==> src/rtl/mem_access_ctrl.sv <==
// MEM-stage data-memory sequencer: turns the EX/MEM load/store into a
// req/gnt/rvalid bus transaction, stalls the pipe and formats load data.
module mem_access_ctrl #(
    parameter int DATA_WIDTH = 32,
    parameter int ADDR_WIDTH = 32,
    parameter int TIMEOUT    = 16
) (
    input  logic                  clk,
    input  logic                  rst_n,
    input  logic                  valid_m,
    input  logic                  load_m,
    input  logic                  mem_wem,
    input  logic [2:0]            opm,
    input  logic [ADDR_WIDTH-1:0] alu_resultm,
    input  logic [DATA_WIDTH-1:0] rd2_turem,
    input  logic                  flush_m,
    output logic                  dmem_req,
    output logic                  dmem_we,
    output logic [ADDR_WIDTH-1:0] dmem_addr,
    output logic [3:0]            dmem_wstrb,
    output logic [DATA_WIDTH-1:0] dmem_wdata,
    input  logic                  dmem_gnt,
    input  logic                  dmem_rvalid,
    input  logic [DATA_WIDTH-1:0] dmem_rdata,
    output logic                  stall_o,
    output logic [DATA_WIDTH-1:0] load_data,
    output logic                  wb_en_o,
    output logic                  misalign_o,
    output logic                  bus_err_o
);

    typedef enum logic [1:0] {
        ST_IDLE = 2'd0,
        ST_REQ  = 2'd1,
        ST_WAIT = 2'd2,
        ST_DONE = 2'd3
    } state_t;

    localparam logic [7:0] TMO_LAST = 8'(TIMEOUT - 1);

    // Access size from funct3: 0 = byte, 1 = halfword, 2 = word (undefined codes act as word).
    function automatic logic [1:0] size_code(input logic [2:0] op);
        case (op)
            3'b000, 3'b100: size_code = 2'd0;
            3'b001, 3'b101: size_code = 2'd1;
            default:        size_code = 2'd2;
        endcase
    endfunction

    function automatic logic is_misaligned(input logic [2:0] op, input logic [1:0] off);
        case (size_code(op))
            2'd0:    is_misaligned = 1'b0;
            2'd1:    is_misaligned = off[0];
            default: is_misaligned = (off != 2'b00);
        endcase
    endfunction

    function automatic logic [3:0] store_strb(input logic [2:0] op, input logic [1:0] off);
        case (size_code(op))
            2'd0:    store_strb = 4'b0001 << off;
            2'd1:    store_strb = 4'b0011 << off;
            default: store_strb = 4'b1111;
        endcase
    endfunction

    function automatic logic [31:0] store_lanes(input logic [2:0] op, input logic [31:0] data);
        case (size_code(op))
            2'd0:    store_lanes = {4{data[7:0]}};
            2'd1:    store_lanes = {2{data[15:0]}};
            default: store_lanes = data;
        endcase
    endfunction

    function automatic logic [31:0] format_load(input logic [2:0] op, input logic [1:0] off,
                                                input logic [31:0] rdata);
        logic [31:0] shifted;
        shifted = rdata >> {off, 3'b000};
        case (op)
            3'b000:  format_load = {{24{shifted[7]}}, shifted[7:0]};
            3'b100:  format_load = {24'd0, shifted[7:0]};
            3'b001:  format_load = {{16{shifted[15]}}, shifted[15:0]};
            3'b101:  format_load = {16'd0, shifted[15:0]};
            default: format_load = rdata;
        endcase
    endfunction

    state_t                  state_q, state_d;
    logic [ADDR_WIDTH-1:0]   addr_q, addr_d;
    logic                    we_q, we_d;
    logic [3:0]              wstrb_q, wstrb_d;
    logic [DATA_WIDTH-1:0]   wdata_q, wdata_d;
    logic [2:0]              op_q, op_d;
    logic [1:0]              off_q, off_d;
    logic [DATA_WIDTH-1:0]   load_data_q, load_data_d;
    logic [7:0]              cnt_q, cnt_d;
    logic                    kill_q, kill_d;
    logic                    err_q, err_d;

    logic                    pending_s;
    logic                    mis_s;
    logic [1:0]              off_s;

    assign off_s     = alu_resultm[1:0];
    assign pending_s = valid_m & (load_m | mem_wem) & ~flush_m;
    assign mis_s     = is_misaligned(opm, off_s);

    // State and datapath registers.
    always_ff @(posedge clk or negedge rst_n) begin
        if (!rst_n) begin
            state_q     <= ST_IDLE;
            addr_q      <= '0;
            we_q        <= 1'b0;
            wstrb_q     <= 4'b0000;
            wdata_q     <= '0;
            op_q        <= 3'b000;
            off_q       <= 2'b00;
            load_data_q <= '0;
            cnt_q       <= 8'd0;
            kill_q      <= 1'b0;
            err_q       <= 1'b0;
        end else begin
            state_q     <= state_d;
            addr_q      <= addr_d;
            we_q        <= we_d;
            wstrb_q     <= wstrb_d;
            wdata_q     <= wdata_d;
            op_q        <= op_d;
            off_q       <= off_d;
            load_data_q <= load_data_d;
            cnt_q       <= cnt_d;
            kill_q      <= kill_d;
            err_q       <= err_d;
        end
    end

    // Next-state logic.
    always_comb begin
        state_d = state_q;
        case (state_q)
            ST_IDLE: begin
                if (pending_s && !mis_s) state_d = ST_REQ;
                else                     state_d = ST_IDLE;
            end
            ST_REQ: begin
                if (dmem_gnt) begin
                    if (we_q || dmem_rvalid) state_d = ST_DONE;
                    else                     state_d = ST_WAIT;
                end else begin
                    state_d = ST_REQ;
                end
            end
            ST_WAIT: begin
                if (dmem_rvalid || (cnt_q == TMO_LAST)) state_d = ST_DONE;
                else                                    state_d = ST_WAIT;
            end
            ST_DONE: state_d = ST_IDLE;
            default: state_d = ST_IDLE;
        endcase
    end

    // Request latching, wait counter, kill/error flags and load capture.
    always_comb begin
        addr_d      = addr_q;
        we_d        = we_q;
        wstrb_d     = wstrb_q;
        wdata_d     = wdata_q;
        op_d        = op_q;
        off_d       = off_q;
        load_data_d = load_data_q;
        cnt_d       = cnt_q;
        kill_d      = kill_q;
        err_d       = err_q;
        case (state_q)
            ST_IDLE: begin
                if (pending_s && !mis_s) begin
                    addr_d  = {alu_resultm[ADDR_WIDTH-1:2], 2'b00};
                    we_d    = mem_wem;
                    wstrb_d = mem_wem ? store_strb(opm, off_s) : 4'b0000;
                    wdata_d = store_lanes(opm, rd2_turem);
                    op_d    = opm;
                    off_d   = off_s;
                    cnt_d   = 8'd0;
                    kill_d  = 1'b0;
                    err_d   = 1'b0;
                end else begin
                    cnt_d = cnt_q;
                end
            end
            ST_REQ: begin
                kill_d = kill_q | flush_m;
                cnt_d  = 8'd0;
                if (dmem_gnt && !we_q && dmem_rvalid) begin
                    load_data_d = format_load(op_q, off_q, dmem_rdata);
                end else begin
                    load_data_d = load_data_q;
                end
            end
            ST_WAIT: begin
                kill_d = kill_q | flush_m;
                if (dmem_rvalid) begin
                    load_data_d = format_load(op_q, off_q, dmem_rdata);
                end else if (cnt_q == TMO_LAST) begin
                    load_data_d = '0;
                    err_d       = 1'b1;
                end else begin
                    cnt_d = cnt_q + 8'd1;
                end
            end
            ST_DONE: cnt_d = 8'd0;
            default: cnt_d = 8'd0;
        endcase
    end

    // Output decode; stall and misalign react combinationally in IDLE.
    always_comb begin
        stall_o    = 1'b0;
        misalign_o = 1'b0;
        wb_en_o    = 1'b0;
        bus_err_o  = 1'b0;
        dmem_req   = 1'b0;
        dmem_we    = 1'b0;
        dmem_wstrb = 4'b0000;
        case (state_q)
            ST_IDLE: begin
                stall_o    = pending_s & ~mis_s;
                misalign_o = pending_s & mis_s;
            end
            ST_REQ: begin
                stall_o    = 1'b1;
                dmem_req   = 1'b1;
                dmem_we    = we_q;
                dmem_wstrb = wstrb_q;
            end
            ST_WAIT: stall_o = 1'b1;
            ST_DONE: begin
                wb_en_o   = ~we_q & ~err_q & ~kill_q;
                bus_err_o = err_q & ~kill_q;
            end
            default: stall_o = 1'b0;
        endcase
    end

    assign dmem_addr  = addr_q;
    assign dmem_wdata = wdata_q;
    assign load_data  = load_data_q;

endmodule

==> config.mk <==
export PLATFORM = sky130hd
export DESIGN_NAME = mem_access_ctrl
export DESIGN_NICKNAME = d
export VERILOG_FILES = /design/src/rtl/mem_access_ctrl.sv
export SDC_FILE = /design/constraint.sdc
export NUM_CORES = 1
export LEC_CHECK = 0
export CORE_ASPECT_RATIO = 1.25
export CORE_UTILIZATION = 25
export DETAILED_ROUTE_END_ITERATION = 12
export SLEW_MARGIN = 20
export SYNTH_ARGS = -nofsm -noshare
export SYNTH_HDL_FRONTEND = slang
export SYNTH_SLANG_ARGS = --single-unit
==> constraint.sdc <==
create_clock -name clk -period 2.7 [get_ports clk]
set_input_delay 0.54 -clock clk [delete_from_list [all_inputs] [get_ports clk]]
set_output_delay 0.54 -clock clk [all_outputs]
set_load 0.01 [all_outputs]
After elaboration in Yosys (flattened, before gate mapping)
Cells that the tools add are included.
{"block": "op_classes", "eq_ne": 18, "n_shift": 3, "add_sub_neg": 1, "order_cmp": 0, "reduce_logical": 25, "multipliers": 0, "n_bitwise": 14, "n_div": 0, "muxes": 33}
{"operator": "32-bit one-hot mux with 2 select lines", "n": 2}
{"operator": "32-bit one-hot mux with 4 select lines", "n": 1}
{"operator": "32-bit two-way mux", "n": 3}
{"operator": "32-bit by 5-bit right shift with 16-bit output", "n": 1}
{"operator": "8-bit two-way mux", "n": 3}
{"operator": "8-bit one-hot mux with 3 select lines", "n": 1}
{"operator": "3-bit equality test (second input constant)", "n": 4}
{"operator": "1-bit two-way mux", "n": 11}
{"operator": "2-bit inequality test (second input constant)", "n": 5}
{"operator": "8-bit by 1-bit adder with 8-bit output (second input constant)", "n": 1}
{"operator": "8-bit by 4-bit equality test with 1-bit output (second input constant)", "n": 1}
{"operator": "4-bit two-way mux", "n": 2}
{"operator": "1-bit one-hot mux with 2 select lines", "n": 4}
{"operator": "2-bit one-hot mux with 4 select lines", "n": 1}
{"operator": "4-bit one-hot mux with 2 select lines", "n": 1}
{"operator": "2-bit nonzero test", "n": 4}
{"operator": "2-bit OR reduction", "n": 4}
{"operator": "1-bit AND", "n": 7}
{"operator": "2-bit by 1-bit equality test with 1-bit output (second input constant)", "n": 3}
{"operator": "3-bit by 1-bit equality test with 1-bit output (second input constant)", "n": 2}
{"operator": "2-bit logical NOT", "n": 3}
{"operator": "3-bit logical NOT", "n": 2}
{"operator": "2-bit two-way mux", "n": 3}
{"operator": "3-bit AND reduction", "n": 2}
{"operator": "12 further kinds", "n": 23}
{"block": "word_totals", "register_bits": 116, "inputBits": 107, "mem_bits_rw": 0, "memories": 0, "latchBits": 0, "output_inout_bits": 106, "romBits": 0}

Logic depth before layout (Yosys ltp)
Gate-level depths: netlist of run 1.
{"block": "depth", "ltp_word": 12, "depth_mapped": 8}

Worst setup path after synthesis of run 1
Ideal clock, no wire load.
{"block": "synth_timing", "path_kind": "flip-flop to output port", "startpoint": "register state_q[0]", "endpoint": "output stall_o", "path_buffers": 2, "path_slack_ps": 531, "path_stages_with_launch": 8, "t_arrival_ps": 1629, "path_cell_list": "dfrtp_1 -> inv_1 -> ha_1 -> and3b_1 -> nand4_1 -> buf_2 -> clkbuf_1 -> a21oi_1"}
{"block": "synth_via", "elab_chain_cells": 3}
{"item": "start: declaration", "line_no": "87", "source": "state_t state_q, state_d;"}
{"item": "start signal: assignment", "line_no": "122", "source": "state_q <= state_d;"}
{"item": "2-bit equality test or 2-bit by 1-bit equality test with 1-bit output (tied branches)", "line_no": "223", "source": "case (state_q)"}
{"item": "2-bit OR reduction (no source line)"}
{"item": "1-bit one-hot mux with 2 select lines *", "line_no": "223"}
{"item": "end: declaration", "line_no": "25", "source": "output logic stall_o,"}
Every way passes the cells marked *; elsewhere a longest branch is shown, timed or not.

==> flow_summary.ini, run 1 <==
[outcome]
outcome = completed

[floorplanning]
rows = 61
coreArea_um2 = 22300
pin_count = 213
die-area_um2 = 23300
fp.dieW_um = 137
initial_core_util_pct = 25.4
dieHeight_um = 170

[setup_path]
r2r-start = state_q[0]
r2r-end = dmem_addr[30]
reg2reg_slack_ps = 480
ff2ff_path_depth = 7
worstSetupPathType = reg2out
end_kind = primary output
cp-endpoint = dmem_we
startpoint_type = flip-flop
crit_fanout = 11
cp.required_ps = 2160
worstPathArrival_ps = 2020

[final_layout]
fin_nets = 840
layoutNonFillerInstCount = 1024
fill_cells = 2220
antenna_cells = 0
final_area_um2 = 8780
drive_above_1_share_pct = 14.7
mostFrequentLayoutCell = clkdlybuf4s50_1
area_delta_synth_final_pct = 54.7
mostFrequentLayoutCells = clkdlybuf4s50_1, dfrtp_1, o21ai_0, nand2_1, mux2_2

[synth]
netlist_area_um2 = 5670
synth_ff_type = dfrtp_1
ys_types = 53
yosysSeqAreaShare_pct = 51.2
async_flop_share_pct = 100
postSynthCellCount = 512
avgSynthCellArea_um2 = 11.1
ys_ff_latch = 116
ys.warnings.count = 0
synth_edf_count = 0

[sta]
final.setup.worst_slack_ps = 139
max_freq_mhz = 390
setup_violations = 0
rsz0062_at_grt = no
period_needed_ps = 2560
relSlewSlack_pct = 48.9
skew_ps = 12.2
slew_viol_final = 0
fin_crit_sh_pct = 94.9
tns_ps = 0
hold_ws_ps = 98.3
hold_viol = 0
worst_pin_slew_ps = 766

[global_route]
grtUsageTotal_pct = 15.5
grt_max_degree = 61
grt_first_pass_wirelength_mm = 27.4
grt_antenna_before_repair = 0
overflow = 0
grt_pass1_vias = 5005

[power]
p_per_area_nw_per_um2 = 1070
ir_drop_mv = 0.532
leakage_nw = 3.67

[place]
dp_cells = 992
hpwl_mm = 12.6
port_buffers = 210
place_area_um2 = 8150
pre_cts_slack_ps = -32.0
place_congestion = 0.761

[worst_hold_path]
hold_class = in2async

[run]
maxCapViolCount = 0

[detailed_routing]
vias_per_cell = 4.85
ant_nets = 0
wl_per_cell_um = 17.4
drc = 0
drt_iter0_markers = 190
firstDrtPassIters = 4
wl_mm = 17.8
vias = 4965

[cts]
clk_pin_slew_ps = 60
clockBufferDepth = 2
cts.sinks = 116
post_cts_buffers = 0
htree_num_levels = 4
cts_buffers = 17
clock_tree.root_cell = clkbuf_16
clkLatencyLatePin_ps = 420
cts_hold_buf = 0
cts_tree = built
-- cells in the mapped netlist, types with 4 or more instances --
master	number	area [µm²]
inv_1	6	22.5
o211ai_1	5	37.5
dfrtp_1	116	2900
nor2_1	17	63.8
and2_1	7	43.8
ha_1	5	62.6
o22ai_1	7	43.8
a32oi_1	16	140
o21ai_0	53	265
mux2i_1	34	340
buf_2	13	65.1
a2bb2oi_1	13	114
mux2_2	44	495
a21oi_1	18	90.1
nand2b_1	10	62.6
nand4b_1	4	35.0
nand2_1	53	199
o221ai_1	7	61.3
nand3_1	9	45.0
a22o_1	7	61.3
nor2b_1	4	25.0
clkbuf_1	19	71.3
-- cell type report --
type	instances	area (µm²)	share of cell area, %
clock inverters	13	181	2.07
clock buffers	19	433	4.93
multi-input cells	355	2590	29.6
inverters	6	22.5	0.257
well taps	283	354	4.03
repair buffers	232	2290	26.1
flip-flops and latches	116	2900	33.1
-- kinds of logic (layout without fill, tap and decap cells) --
group,Yosys count,count (layout),synth area share (%)
flip-flops,116,116,51.2
AND/OR/NAND/NOR,124,124,11.2
multiplexers,80,80,15.5
AO/OA/AOI/OAI,143,143,17.3
adder cells (fa/ha/maj),5,5,1.10
XOR/XNOR,1,1,0.154
buffers and inverters,42,270,3.40
other,1,2,0.0661
-- report_power, final --
group          switching, W  total (W)  internal [W]
clock network      0.000853    0.00240       0.00154
logic               0.00175    0.00400       0.00225
registers          0.000533    0.00303       0.00250
total               0.00314    0.00942       0.00629
-- through the flow --
stage	total power (W)	util, %
after global placement	0.00701	36.6
after detailed placement	0.00706	36.6
final	0.00942	39.4
after CTS	0.00953	39.4
after floorplan	0.00488	-
after global routing	0.00999	39.4
-- critical path: stages, from the launching register on --
cell,delay [ps]
dfrtp_1,400
inv_1,140
ha_2,330
and2_1,170
clkdlybuf4s50_1,570
-- worst min path at each step --
| stage | to | cells after the start |
|---|---|---|
| 3_3_place_gp | wstrb_q[1] | 2 |
| 2_1_floorplan | async pin | 0 |
| 5_1_grt | load_data[29] | 1 |
| 3_5_place_dp | wstrb_q[1] | 2 |
| 4_1_cts | load_data[29] | 1 |
| 6_report | load_data[29] | 1 |
-- what timing repair did --
item / in CTS / in global routing
endpoints found under the setup margin: 2 / 0
endpoints found under the hold margin: 0 / 0
resized for setup: 5 / 0
-- sequential cells by signal (all words and copies together), names as in the netlist, 2 cells and up, named ones only --
| signal | flops |
|---|---|
| cnt_q | 8 |
| dmem_addr | 30 |
| dmem_wdata | 32 |
| load_data | 32 |
| off_q | 2 |
| op_q | 3 |
| wstrb_q | 4 |
-- metal layers --
layer  track usage (%)  up-vias  wire (µm)
met2              24.3      207       8240
met5                 0        -          0
met3              5.75       21       1580
li1                  -     2312          -
met4              5.65        0        344
met1              19.3     2425       7610
(Power assumes the default switching activity.)
==> run 2: changes to the inputs <==
Clock period 2.7 ns to 2.85 ns, I/O delays scaled along.
==> flow_summary.ini, run 2 (same netlist as run 1, synthesis figures left out) <==
[floorplanning]
coreArea_um2 = 22300
initial_core_util_pct = 25.4
fp.dieW_um = 137
die-area_um2 = 23300
rows = 61
dieHeight_um = 170
pin_count = 213

[sta]
skew_ps = 5.10
rsz0062_at_grt = no
period_needed_ps = 2690
setup_violations = 0
tns_ps = 0
worst_pin_slew_ps = 755
final.setup.worst_slack_ps = 156
fin_crit_sh_pct = 94.5
slew_viol_final = 0
hold_viol = 0
max_freq_mhz = 371
relSlewSlack_pct = 49.7

[place]
hpwl_mm = 12.8
port_buffers = 210
place_congestion = 0.782
pre_cts_slack_ps = 74.3

[global_route]
grtUsageTotal_pct = 15.9
grt_antenna_before_repair = 0
grt_pass1_vias = 5080
overflow = 0
grt_max_degree = 62
grt_first_pass_wirelength_mm = 28.0

[detailed_routing]
ant_nets = 0
vias_per_cell = 4.88
wl_mm = 17.9
drt_iter0_markers = 177
wl_per_cell_um = 17.5
vias = 4991
drc = 0
firstDrtPassIters = 4

[final_layout]
fin_nets = 839
mostFrequentLayoutCells = clkdlybuf4s50_1, dfrtp_1, o21ai_0, nand2_1, mux2_2
antenna_cells = 0
area_delta_synth_final_pct = 54.2
fill_cells = 2270
fin_util_pct = 39.2
seq_area_um2 = 2900
drive_above_1_share_pct = 14.6
multi_input_area_um2 = 2590
mostFrequentLayoutCell = clkdlybuf4s50_1

[run]
maxCapViolCount = 0

[cts]
clockBufferDepth = 2
cts_buffers = 17
clock_tree.root_cell = clkbuf_16
clkLatencyLatePin_ps = 420
clk_pin_slew_ps = 60
cts_hold_buf = 0
post_cts_buffers = 0
cts_tree = built
htree_num_levels = 4
cts.sinks = 116

[setup_path]
cpMaxStageDelayCell = clkdlybuf4s50_1
startpoint_type = flip-flop
crit_cells = 4
ff2ff_path_depth = 6
slowest_delay_ps = 580
crit_fanout = 11
path_buf_inv = 2
worstSetupPathType = reg2out
path_delay_family = buffers and inverters
worstPathArrival_ps = 2120
cp.required_ps = 2280
end_kind = primary output
critical_path.cell_chain = inv_1, ha_1, and2_1, clkdlybuf4s50_1

[power]
leakage_nw = 3.66
power_w = 0.00885
ir_drop_mv = 0.437
p_per_area_nw_per_um2 = 1010

[outcome]
outcome = completed

[worst_hold_path]
hold_class = in2async
==> run 2: changes by cell type in the layout (fill, tap and decap cells not counted), sizes merged <==
cell           previous run  this run
clkbuf                   19        22
dlygate4sd2               2         0
buf                      23        22
bufinv                    4         3
clkdlybuf4s50           207       208
clkinv                    5         4
clkinvlp                  2         1
dlymetal6s2s              0         1
inv                       8         7
==> run 2: metal layers <==
| layer | up-vias | track usage (%) | part of all wire, % |
|---|---|---|---|
| met3 | 22 | 4.74 | 7.6 |
| met5 | - | 0 | 0 |
| met2 | 199 | 25.5 | 48 |
| li1 | 2325 | - | - |
| met1 | 2445 | 19.8 | 42 |
| met4 | 0 | 6.81 | 2.2 |
==> run 2: final cells by class <==
type	count	area share, %
clock inverters	9	1.44
repair buffers	231	26.0
inverters	6	0.258
clock buffers	22	5.42
well taps	283	4.05
flip-flops and latches	116	33.2
multi-input cells	355	29.7
==> run 2: repair_timing <==
| action | in CTS | in global routing |
|---|---|---|
| gates cloned | 0 | 0 |
| endpoints found under the setup margin | 1 | 1 |
| gates resized for setup | 3 | 2 |
==> run 2: worst paths after layout <==
check / start / to / slack (ps)
max: flip-flop / dmem_we / 160
max in group asynchronous: rst_n / load_data[0] / 1960
min: rst_n / load_data[31] / 150
max reg2reg: flip-flop / load_data[8] / 580
min reg2reg: wstrb_q[1] / wstrb_q[1] / 470
min in group clk: wstrb_q[1] / wstrb_q[1] / 470
==> run 2: per-stage QoR <==
| step | cell area, µm² | cells | hold WS [ps] |
|---|---|---|---|
| global placement | 8130 | 991 | 454 |
| floorplan | 5680 | 513 | 274 |
| CTS | 8740 | 1022 | 156 |
| detailed placement | 8130 | 991 | 466 |
| finish | 8750 | 1022 | 149 |
| global route | 8750 | 1022 | 164 |
==> run 2: power breakdown <==
| part | switching (W) | leakage (nW) | internal [W] |
|---|---|---|---|
| sequential | 0.000516 | 1.45 | 0.00237 |
| clock | 0.000774 | 0.296 | 0.00144 |
| combinational | 0.00164 | 1.91 | 0.00211 |
